$ cat config.mk
export PLATFORM = sky130hd
export DESIGN_NAME = epochtv1_vram_arb
export DESIGN_NICKNAME = d
export VERILOG_FILES = /design/src/rtl/scv_pkg.sv /design/src/rtl/epochtv1_vram_port.sv /design/src/rtl/epochtv1_vram_arb.sv
export SDC_FILE = /design/constraint.sdc
export NUM_CORES = 1
export LEC_CHECK = 0
export ABC_AREA = 0
export BUFFER_PORTS_ARGS = -buffer_cell sky130_fd_sc_hd__buf_2
export CAP_MARGIN = 20
export CORE_MARGIN = 3
export CORE_UTILIZATION = 56
export CTS_BUF_LIST = sky130_fd_sc_hd__clkbuf_2
export CTS_CLUSTER_SIZE = 16
export DETAILED_ROUTE_END_ITERATION = 8
export GPL_TIMING_DRIVEN = 0
export PLACE_DENSITY_LB_ADDON = 0.15
export REMOVE_ABC_BUFFERS = 1
export SLEW_MARGIN = 20
export SYNTH_ARGS = -nofsm -noshare
export SYNTH_HDL_FRONTEND = slang
export SYNTH_HIERARCHICAL = 1
export SYNTH_SLANG_ARGS = --single-unit
export TNS_END_PERCENT = 100
$ cat constraint.sdc
create_clock -name CLK -period 3.2 [get_ports CLK]
set_input_delay 0.64 -clock CLK [delete_from_list [all_inputs] [get_ports CLK]]
set_output_delay 0.64 -clock CLK [all_outputs]
set_load 0.01 [all_outputs]
$ cat src/rtl/scv_pkg.sv
// Shared constants and the access-owner tag for the Epoch TV-1 VRAM arbiter.
package scv_pkg;

   localparam int VRAM_AW = 11;
   localparam int VRAM_DW = 8;

   typedef enum logic [1:0] {
      OWN_NONE = 2'd0,
      OWN_REN  = 2'd1,
      OWN_CPU  = 2'd2
   } owner_e;

endpackage

$ cat src/rtl/epochtv1_vram_port.sv
// VRAM pin driver: registers a one-cycle access command onto the pins, captures
// VD_I one cycle later and returns the read byte tagged with its owner.
module epochtv1_vram_port
   import scv_pkg::*;
(
   input  logic               clk_i,
   input  logic               res_i,
   input  owner_e             cmdOwner_i,
   input  logic [VRAM_AW:0]   cmdAddr_i,
   input  logic               cmdWr_i,
   input  logic [VRAM_DW-1:0] cmdData_i,
   input  logic [VRAM_DW-1:0] vdI_i,
   output logic [VRAM_AW-1:0] va_o,
   output logic [VRAM_DW-1:0] vdO_o,
   output logic               nVwe_o,
   output logic [1:0]         nVcs_o,
   output owner_e             rdOwner_o,
   output logic [VRAM_DW-1:0] renData_o,
   output logic [VRAM_DW-1:0] cpuData_o,
   output logic               cpuDone_o
);

   owner_e             own1_q;
   owner_e             own2_q;
   owner_e             rdOwner_q;
   logic               wr1_q;
   logic [VRAM_AW-1:0] va_q;
   logic [VRAM_DW-1:0] vdO_q;
   logic               nVwe_q;
   logic [1:0]         nVcs_q;
   logic [VRAM_DW-1:0] renData_q;
   logic [VRAM_DW-1:0] cpuData_q;

   // Stage 1 drives the pins, stage 2 sees the RAM data, stage 3 returns it.
   // Writes leave the pipe after stage 1, so only reads reach stage 2.
   always_ff @(posedge clk_i) begin
      if (res_i) begin
         own1_q    <= OWN_NONE;
         own2_q    <= OWN_NONE;
         rdOwner_q <= OWN_NONE;
         wr1_q     <= 1'b0;
         va_q      <= '0;
         vdO_q     <= '0;
         nVwe_q    <= 1'b1;
         nVcs_q    <= 2'b11;
         renData_q <= '0;
         cpuData_q <= '0;
      end else begin
         own1_q    <= cmdOwner_i;
         wr1_q     <= cmdWr_i && (cmdOwner_i != OWN_NONE);
         own2_q    <= wr1_q ? OWN_NONE : own1_q;
         rdOwner_q <= own2_q;
         if (cmdOwner_i != OWN_NONE) begin
            va_q   <= cmdAddr_i[VRAM_AW-1:0];
            nVcs_q <= cmdAddr_i[VRAM_AW] ? 2'b01 : 2'b10;
            nVwe_q <= !cmdWr_i;
            if (cmdWr_i)
               vdO_q <= cmdData_i;
         end else begin
            nVcs_q <= 2'b11;
            nVwe_q <= 1'b1;
         end
         if (own2_q == OWN_REN)
            renData_q <= vdI_i;
         if (own2_q == OWN_CPU)
            cpuData_q <= vdI_i;
      end
   end

   assign va_o      = va_q;
   assign vdO_o     = vdO_q;
   assign nVwe_o    = nVwe_q;
   assign nVcs_o    = nVcs_q;
   assign rdOwner_o = rdOwner_q;
   assign renData_o = renData_q;
   assign cpuData_o = cpuData_q;
   assign cpuDone_o = ((own1_q == OWN_CPU) && wr1_q) || (own2_q == OWN_CPU);

endmodule

$ cat src/rtl/epochtv1_vram_arb.sv
// Epoch TV-1 VRAM arbiter: one access per CE slot, renderer first, with a
// starve counter that forces a waiting CPU access through after STARVE_MAX losses.
module epochtv1_vram_arb
   import scv_pkg::*;
#(
   parameter int STARVE_MAX = 4
) (
   input  logic        CLK,
   input  logic        RES,
   input  logic        CE,
   input  logic [11:0] CPU_A,
   input  logic [7:0]  CPU_DI,
   input  logic        CPU_WR,
   input  logic        CPU_RD,
   output logic        CPU_BUSY,
   output logic [7:0]  CPU_DO,
   output logic        CPU_RVALID,
   input  logic        REN_REQ,
   input  logic [11:0] REN_A,
   output logic        REN_ACK,
   output logic [7:0]  REN_D,
   output logic        REN_DVALID,
   output logic [10:0] VA,
   input  logic [7:0]  VD_I,
   output logic [7:0]  VD_O,
   output logic        nVWE,
   output logic [1:0]  nVCS
);

   logic        pend_q;
   logic        busy_q;
   logic        bufWr_q;
   logic [11:0] bufA_q;
   logic [7:0]  bufD_q;
   logic [3:0]  starve_q;

   logic        cpuStarved;
   logic        renGrant;
   logic        cpuGrant;
   logic        cpuDone;
   owner_e      cmdOwner;
   owner_e      rdOwner;

   // The buffered request is only visible from the cycle after capture, so a
   // request arriving on a CE cycle waits for the following slot.
   assign cpuStarved = pend_q && (starve_q == 4'(STARVE_MAX));
   assign renGrant   = !RES && CE && REN_REQ && !cpuStarved;
   assign cpuGrant   = !RES && CE && pend_q && !renGrant;

   always_comb begin
      cmdOwner = OWN_NONE;
      if (renGrant)
         cmdOwner = OWN_REN;
      else if (cpuGrant)
         cmdOwner = OWN_CPU;
   end

   always_ff @(posedge CLK) begin
      if (RES) begin
         pend_q   <= 1'b0;
         busy_q   <= 1'b0;
         bufWr_q  <= 1'b0;
         bufA_q   <= '0;
         bufD_q   <= '0;
         starve_q <= '0;
      end else begin
         if (!busy_q && (CPU_WR || CPU_RD)) begin
            pend_q  <= 1'b1;
            busy_q  <= 1'b1;
            bufWr_q <= CPU_WR;
            bufA_q  <= CPU_A;
            bufD_q  <= CPU_DI;
         end else begin
            if (cpuGrant)
               pend_q <= 1'b0;
            if (cpuDone)
               busy_q <= 1'b0;
         end
         if (!pend_q || cpuGrant)
            starve_q <= '0;
         else if (renGrant && (starve_q < 4'(STARVE_MAX)))
            starve_q <= starve_q + 4'd1;
      end
   end

   epochtv1_vram_port uPort (
      .clk_i      (CLK),
      .res_i      (RES),
      .cmdOwner_i (cmdOwner),
      .cmdAddr_i  (renGrant ? REN_A : bufA_q),
      .cmdWr_i    (cpuGrant && bufWr_q),
      .cmdData_i  (bufD_q),
      .vdI_i      (VD_I),
      .va_o       (VA),
      .vdO_o      (VD_O),
      .nVwe_o     (nVWE),
      .nVcs_o     (nVCS),
      .rdOwner_o  (rdOwner),
      .renData_o  (REN_D),
      .cpuData_o  (CPU_DO),
      .cpuDone_o  (cpuDone)
   );

   assign REN_ACK    = renGrant;
   assign REN_DVALID = (rdOwner == OWN_REN);
   assign CPU_RVALID = (rdOwner == OWN_CPU);
   assign CPU_BUSY   = busy_q;

endmodule

==> summary.txt, run 1 <==
Outcome
  – Status: completed

GRT
  – Pin count of the biggest net entering global routing: between 70 and 80
  – Vias in the first global route: around 2300
  – Gr ovfl total: 0
  – Initial antenna violation count: 0
  – First-pass GRT wire length: ~9700 um
  – GRT Overall Usage: 20.6%

Placed design
  – HPWL after DPL: 3990 um
  – Post-place setup slack: -0.0361 ns
  – Routability cong.: 0.728
  – IO Port Bufs: 87
  – Placed Instances: ~460

Critical path
  – Arr. time, crit path: about 2.1 ns
  – Worst Setup Start Kind: flop
  – Worst setup path class: reg -> out
  – WP data required: 2.56 ns
  – Critical-path maximum fanout: 20
  – Crit end category: output port

CTS
  – TritonCTS clock tree: yes
  – Setup bufs post-CTS: 0
  – Clock root buffer: clkbuf_2
  – Clock transition at path regs: 0.23 ns
  – Clock sinks: about 70
  – H-tree levels: 3
  – Clock Path Buffers: 2
  – TritonCTS Buffers: 9
  – Clk_lat worst skew: 0.51 ns

Power
  – Leakage: roughly 1.5 nW
  – VDD IR max: 0.294 mV
  – PwrDens: 491 nW/um^2

Layout
  – Fraction of layout cells with a size suffix above 1: 30.0%
  – Layout Cells excl Fill: 473
  – Layout area overhead: 19.9%
  – Ant diodes: 0
  – Fillcell total: 421
  – Final core utilization: a little over two thirds
  – Most frequent cells in the layout: nand2_1 (99), buf_2 (86), dfxtp_1 (72)
  – Layout Nets: 449
  – Commonest non-fill, non-tap cell in the layout: nand2_1

Routing
  – Via/cell ratio: 5.01
  – Final WL: 5900 um
  – TritonRoute pass-1 iters: 4
  – Vias: between 2000 and 2500
  – Antenna-violating nets left: 0
  – DRC Markers: 0
  – Detailed Route Iter0 Violations: just under 90
  – WL per Instance: 12.5 um

STA
  – FMAX: 0.365 GHz
  – Final Cycle Share: between 80% and 90%
  – Min Hold Slack: between 0.3 and 0.4 ns
  – Slew margin rel.: 54.6%
  – Final hold vios: 0
  – Min Clock Period, post-route: 2.74 ns
  – Clock Skew: 0.0328 ns
  – Worst-Margin Slew: 0.680 ns
  – Final setup fails: 0
  – Post-route setup slack: 0.462 ns
  – RSZ-0062 raised after global routing: false
  – Pins over their slew limit: 0

Job
  – Number of max-cap violations: 0

Synthesis
  – Mapped cell area: 2790 sq um
  – Avg Cell Area, Syn: about 8.7 sq um
  – Synth cell types: 33
  – Yosys Warn Count: 6
  – Sequential share of the synthesized area: 51.8%
  – Number of synthesized flops with an enable pin: 0
  – Ys async rst share: 0%
  – Dominant synthesized flop cell: dfxtp_1
  – Syn Inst Count: 321
  – Flops & latches, synth: 72

Floorplanning
  – Die Height: 76.5 um
  – Initial core utilization: ~59%
  – Num ports: 88
  – Die width: between 70 and 80 um
  – Placeable core region: roughly 4800 sq um
  – Die area: between 5000 and 6000 sq um
  – Row count: 25

Min path
  – Hold Crit Class: in -> reg
-- cell usage after synthesis, types with 2 or more instances --
cell type | instances | area share [%]
nor3b_1 | 4 | 1.1
buf_4 | 2 | 0.54
buf_2 | 5 | 0.90
ha_1 | 2 | 0.90
mux2_4 | 7 | 3.8
a21oi_1 | 53 | 9.5
nor2_1 | 12 | 1.6
dfxtp_1 | 72 | 52
mux2i_1 | 9 | 3.2
mux2_2 | 5 | 2.0
inv_1 | 5 | 0.67
nand2b_1 | 3 | 0.67
nand2_1 | 99 | 13
nand3_1 | 3 | 0.54
o21ai_0 | 5 | 0.90
nor2b_1 | 9 | 2.0
clkbuf_1 | 10 | 1.3
-- kinds of logic after synthesis --
| logic type | share of synthesized area [%] |
|---|---|
| DFF | 51.8 |
| adders and majority gates | 0.898 |
| muxes | 9.03 |
| and+or+nand+nor | 21.6 |
| buffers and inverters | 4.58 |
| AOI/OAI and AO/OA | 12.2 |
-- layer usage --
layer	up-vias	wire length (um)	track usage [%]
met5	-	0	0
met4	0	129	11.1
met3	13	355	5.44
met2	60	2940	36.0
met1	1081	2470	22.8
li1	1218	-	-
-- where the power goes --
group | switching (mW) | internal (mW) | total, mW | leakage, nW
registers | 0.0160 | 0.929 | 0.945 | 0.586
logic | 0.0892 | 0.0734 | 0.163 | 0.840
clock network | 0.341 | 0.189 | 0.530 | 0.0768
-- per-stage QoR --
step	power, mW	instance area [sq um]	TNS, ns
2_1_floorplan	1.05	2680	0
3_3_place_gp	1.12	3200	-4.68
3_5_place_dp	1.13	3210	-0.0361
4_1_cts	1.66	3340	0
5_1_grt	1.71	3340	0
6_report	1.64	3340	0
-- final timing paths --
kind | from | end | slack [ns] | cells past startpoint
setup reg to reg | starve_q[0] | uPort/wr1_q | 0.72 | 8
hold / removal | CPU_DI[5] | bufD_q[5] | 0.33 | 3
hold reg to reg | uPort/va_o[10] | uPort/va_o[10] | 0.46 | 2
setup / recovery | starve_q[0] | REN_ACK | 0.46 | 5
-- sequential cells by signal, summed over array words and instances (netlist names) --
register	cells
pend_q	1
CPU_BUSY	1
uPort/vdO_o	8
uPort/cpuData_o	8
bufD_q	8
bufWr_q	1
uPort/nVwe_o	1
uPort/wr1_q	1
uPort/own1_q	2
starve_q	4
uPort/nVcs_o	2
uPort/own2_q	2
uPort/renData_o	8
uPort/va_o	11
uPort/rdOwner_o	2
bufA_q	12
-- final cells by class --
type	instances	area, sq um	share of cell area (%)
Multi-Input combinational cell	225	1220	36.6
Tap cell	67	83.8	2.51
Sequential cell	72	1440	43.2
Inverter	5	18.8	0.562
Timing Repair Buffer	88	449	13.5
Clock buffer	9	45.0	1.35
Clock inverter	7	78.8	2.36
-- worst max-delay path: stages, from the launching register on --
cell      delay [ns]
dfxtp_1         0.40
inv_1           0.07
ha_1            0.22
nand4b_1        0.16
and3_2          0.54
buf_2           0.22
-- repair_timing --
action / CTS / global route
gates resized for setup: 0 / 1
hold buffers: 0 / 0
endpoints found under the setup margin: 0 / 1
Note: power is estimated with default switching activity, not from simulation.
==> run 2, diff against run 1 <==
--- a/config.mk
+++ b/config.mk
@@ -5,11 +5,10 @@
 export SDC_FILE = /design/constraint.sdc
 export NUM_CORES = 1
 export LEC_CHECK = 0
-export ABC_AREA = 0
 export BUFFER_PORTS_ARGS = -buffer_cell sky130_fd_sc_hd__buf_2
 export CAP_MARGIN = 20
 export CORE_MARGIN = 3
-export CORE_UTILIZATION = 56
+export CORE_UTILIZATION = 47
 export CTS_BUF_LIST = sky130_fd_sc_hd__clkbuf_2
 export CTS_CLUSTER_SIZE = 16
 export DETAILED_ROUTE_END_ITERATION = 8
==> constraint.sdc (replaced) <==
create_clock -name CLK -period 2.2 [get_ports CLK]
set_input_delay 0.44 -clock CLK [delete_from_list [all_inputs] [get_ports CLK]]
set_output_delay 0.44 -clock CLK [all_outputs]
set_load 0.01 [all_outputs]
==> run 2 against run 1 <==
  * First-iteration DRC count grew 62%
  * Clock power is 83% higher
  * Combinational power grew 51%
  * Cell area is 3.0% higher
  * Critical endpoint unchanged
==> summary.txt, run 2 (synthesis gave the netlist of run 1 again) <==
Layout
  – Reg area: 1440 sq um (+0.17%)
  – Multi-input logic area: 1240 sq um (+1.5%)
  – Layout Nets: 454 (+1.1%)
  – Layout area overhead: 23.5%
  – Fillcell total: 538 (+28%)
  – Commonest non-fill, non-tap cell in the layout: nand2_1
  – Fraction of layout cells with a size suffix above 1: 31.9% (+1.8 points)
  – Design area: 3440 sq um (+3.0%)
  – Layout Cells excl Fill: 483 (+2.1%)
  – Most frequent cells in the layout: nand2_1 (99), buf_2 (86), dfxtp_1 (70)
  – Ant diodes: 0 (unchanged)
  – Top reg by flops: bufA_q
  – Number of flip-flops in the largest register: 12 (unchanged)
  – Final core utilization: 61.3% (-8.9 points)

Routing
  – Final WL: 6210 um (+5.3%)
  – TritonRoute pass-1 iters: 4 (unchanged)
  – WL per Instance: 12.9 um (+3.1%)
  – Vias: 2395 (+0.97%)
  – Antenna-violating nets left: 0 (unchanged)
  – Detailed Route Iter0 Violations: 141 (+62%)
  – Via/cell ratio: 4.96 (-1.1%)
  – DRC Markers: 0 (unchanged)

Power
  – Tot Pwr: 2.59 mW (+58%)
  – Seq pwr share: 53.0% (-4.7 points)
  – PwrDens: 754 nW/um^2 (+54%)
  – VDD IR max: 0.519 mV (+77%)
  – Leakage: 1.55 nW (+3.1%)
  – Power Internal: 1.97 mW (+65%)
  – Psw: 0.625 mW (+40%)
  – Comb power frac: 9.5% (-0.4 points)
  – Switch share: 24.1% (-3.1 points)
  – Clk pwr share: 37.5% (+5.1 points)

Placed design
  – HPWL after DPL: 3970 um (-0.58%)
  – Dpl cell area: 3220 sq um (+0.19%)
  – Placed Instances: 462 (+1.1%)
  – Routability cong.: 0.750 (+3.0%)
  – IO Port Bufs: 87 (unchanged)

Critical path
  – Crit end category: output port
  – Worst setup path class: reg -> out
  – Worst Setup Start Kind: flop
  – Critical-path maximum fanout: 5 (-75%)
  – Arr. time, crit path: 1.67 ns (-0.43 ns)
  – WP data required: 1.76 ns (-0.80 ns)

Floorplanning
  – Die Height: 83.0 um (+8.4%)
  – Die width: 83.0 um (+8.4%)
  – Initial core utilization: 49.7% (-8.9 points)
  – Placeable core region: 5610 sq um (+18%)
  – Row count: 27 (+8.0%)
  – Die area: 6890 sq um (+18%)
  – Num ports: 88 (unchanged)

STA
  – Total Neg Setup Slack: 0 ns (unchanged)
  – Final setup fails: 0 (unchanged)
  – Pins over their slew limit: 0 (unchanged)
  – Final hold vios: 0 (unchanged)
  – Slew margin rel.: 53.5% (-1.1 points)
  – Min Clock Period, post-route: 2.11 ns
  – Worst-Margin Slew: 0.697 ns (+0.0169 ns)
  – Clock Skew: 0.0206 ns (-0.0122 ns)
  – Final Cycle Share: a little over nine tenths
  – FMAX: roughly 0.47 GHz

GRT
  – Vias in the first global route: 2372 (+4.8%)
  – First-pass GRT wire length: 10600 um (+9.1%)
  – Gr ovfl total: 0 (unchanged)
  – Initial antenna violation count: 0 (unchanged)
  – GRT Overall Usage: 18.8% (-1.8 points)
  – Pin count of the biggest net entering global routing: 72 (unchanged)

CTS
  – Clock Path Buffers: 2 (unchanged)
  – Clock root buffer: clkbuf_2
  – TritonCTS clock tree: yes
  – CTS Hold Bufs: 0 (unchanged)
  – H-tree levels: 3 (unchanged)
  – Clock transition at path regs: 0.21 ns (-0.02 ns)
  – Clk_lat worst skew: 0.49 ns (-0.02 ns)
  – TritonCTS Buffers: 9 (unchanged)
  – Clock sinks: 72 (unchanged)

Min path
  – Hold Crit Class: in -> reg

Job
  – Number of max-cap violations: 0 (unchanged)

Outcome
  – Status: completed
## run 2: cell types whose count changed in the layout (fill, tap and decap cells not counted), sizes merged
| cell | previous run | this run |
|---|---|---|
| bufinv | 1 | 3 |
| inv | 7 | 6 |
| and3 | 1 | 2 |
| buf | 88 | 92 |
| clkbuf | 9 | 10 |
| clkinv | 4 | 2 |
## run 2: worst paths after layout
check | start | to | slack, ns | cells after the start
setup / recovery | starve_q[0] | REN_ACK | 0.09 | 5
hold reg to reg | bufD_q[3] | uPort/vdO_o[3] | 0.45 | 2
setup reg to reg | starve_q[0] | uPort/nVcs_o[0] | 0.16 | 7
hold / removal | CPU_DI[7] | bufD_q[7] | 0.15 | 3
## run 2: stage by stage
step / hold slack, ns / setup WS (ns)
after detailed placement: 0.443 / -0.867
after global placement: 0.436 / -1.13
after CTS: 0.0999 / 0.00318
final: 0.149 / 0.0852
after global routing: 0.0960 / -0.0117
after floorplan: 0.418 / -0.131
## run 2: power groups by stage
stage | clock [mW] | sequential [mW] | combinational (mW)
floorplan | 0 | 1.40 | 0.123
global placement | 0 | 1.40 | 0.230
detailed placement | 0 | 1.40 | 0.239
CTS | 1.00 | 1.37 | 0.245
global route | 1.06 | 1.38 | 0.276
finish | 0.972 | 1.37 | 0.246
## run 2: worst max-delay path: stages (launching register included)
cell and delay [ns]:
dfxtp_2 0.36, inv_1 0.05, ha_1 0.21, nand4b_1 0.16, and3_4 0.27, buf_2 0.15
## run 2: repair_timing
action,CTS,global route
pin swaps,1,0
setup endpoints to repair,25,22
resized for setup,4,2
gates cloned,1,0
setup buffers,2,2
## run 2: layout make-up
class                   instances  area share [%]
repair buffers                 92            13.9
well taps                      72            2.62
clock inverters                 6            3.38
flip-flops and latches         72            42.0
multi-input cells             226            36.1
inverters                       5           0.546
clock buffers                  10            1.46
## run 2: metal layers
layer | GRT usage [%] | routed length, um | part of all wire [%]
met1 | 22.8 | 2790 | 45
met2 | 31.0 | 2910 | 47
met3 | 5.16 | 387 | 6.2
met4 | 8.62 | 114 | 1.8
met5 | 0 | 0 | 0
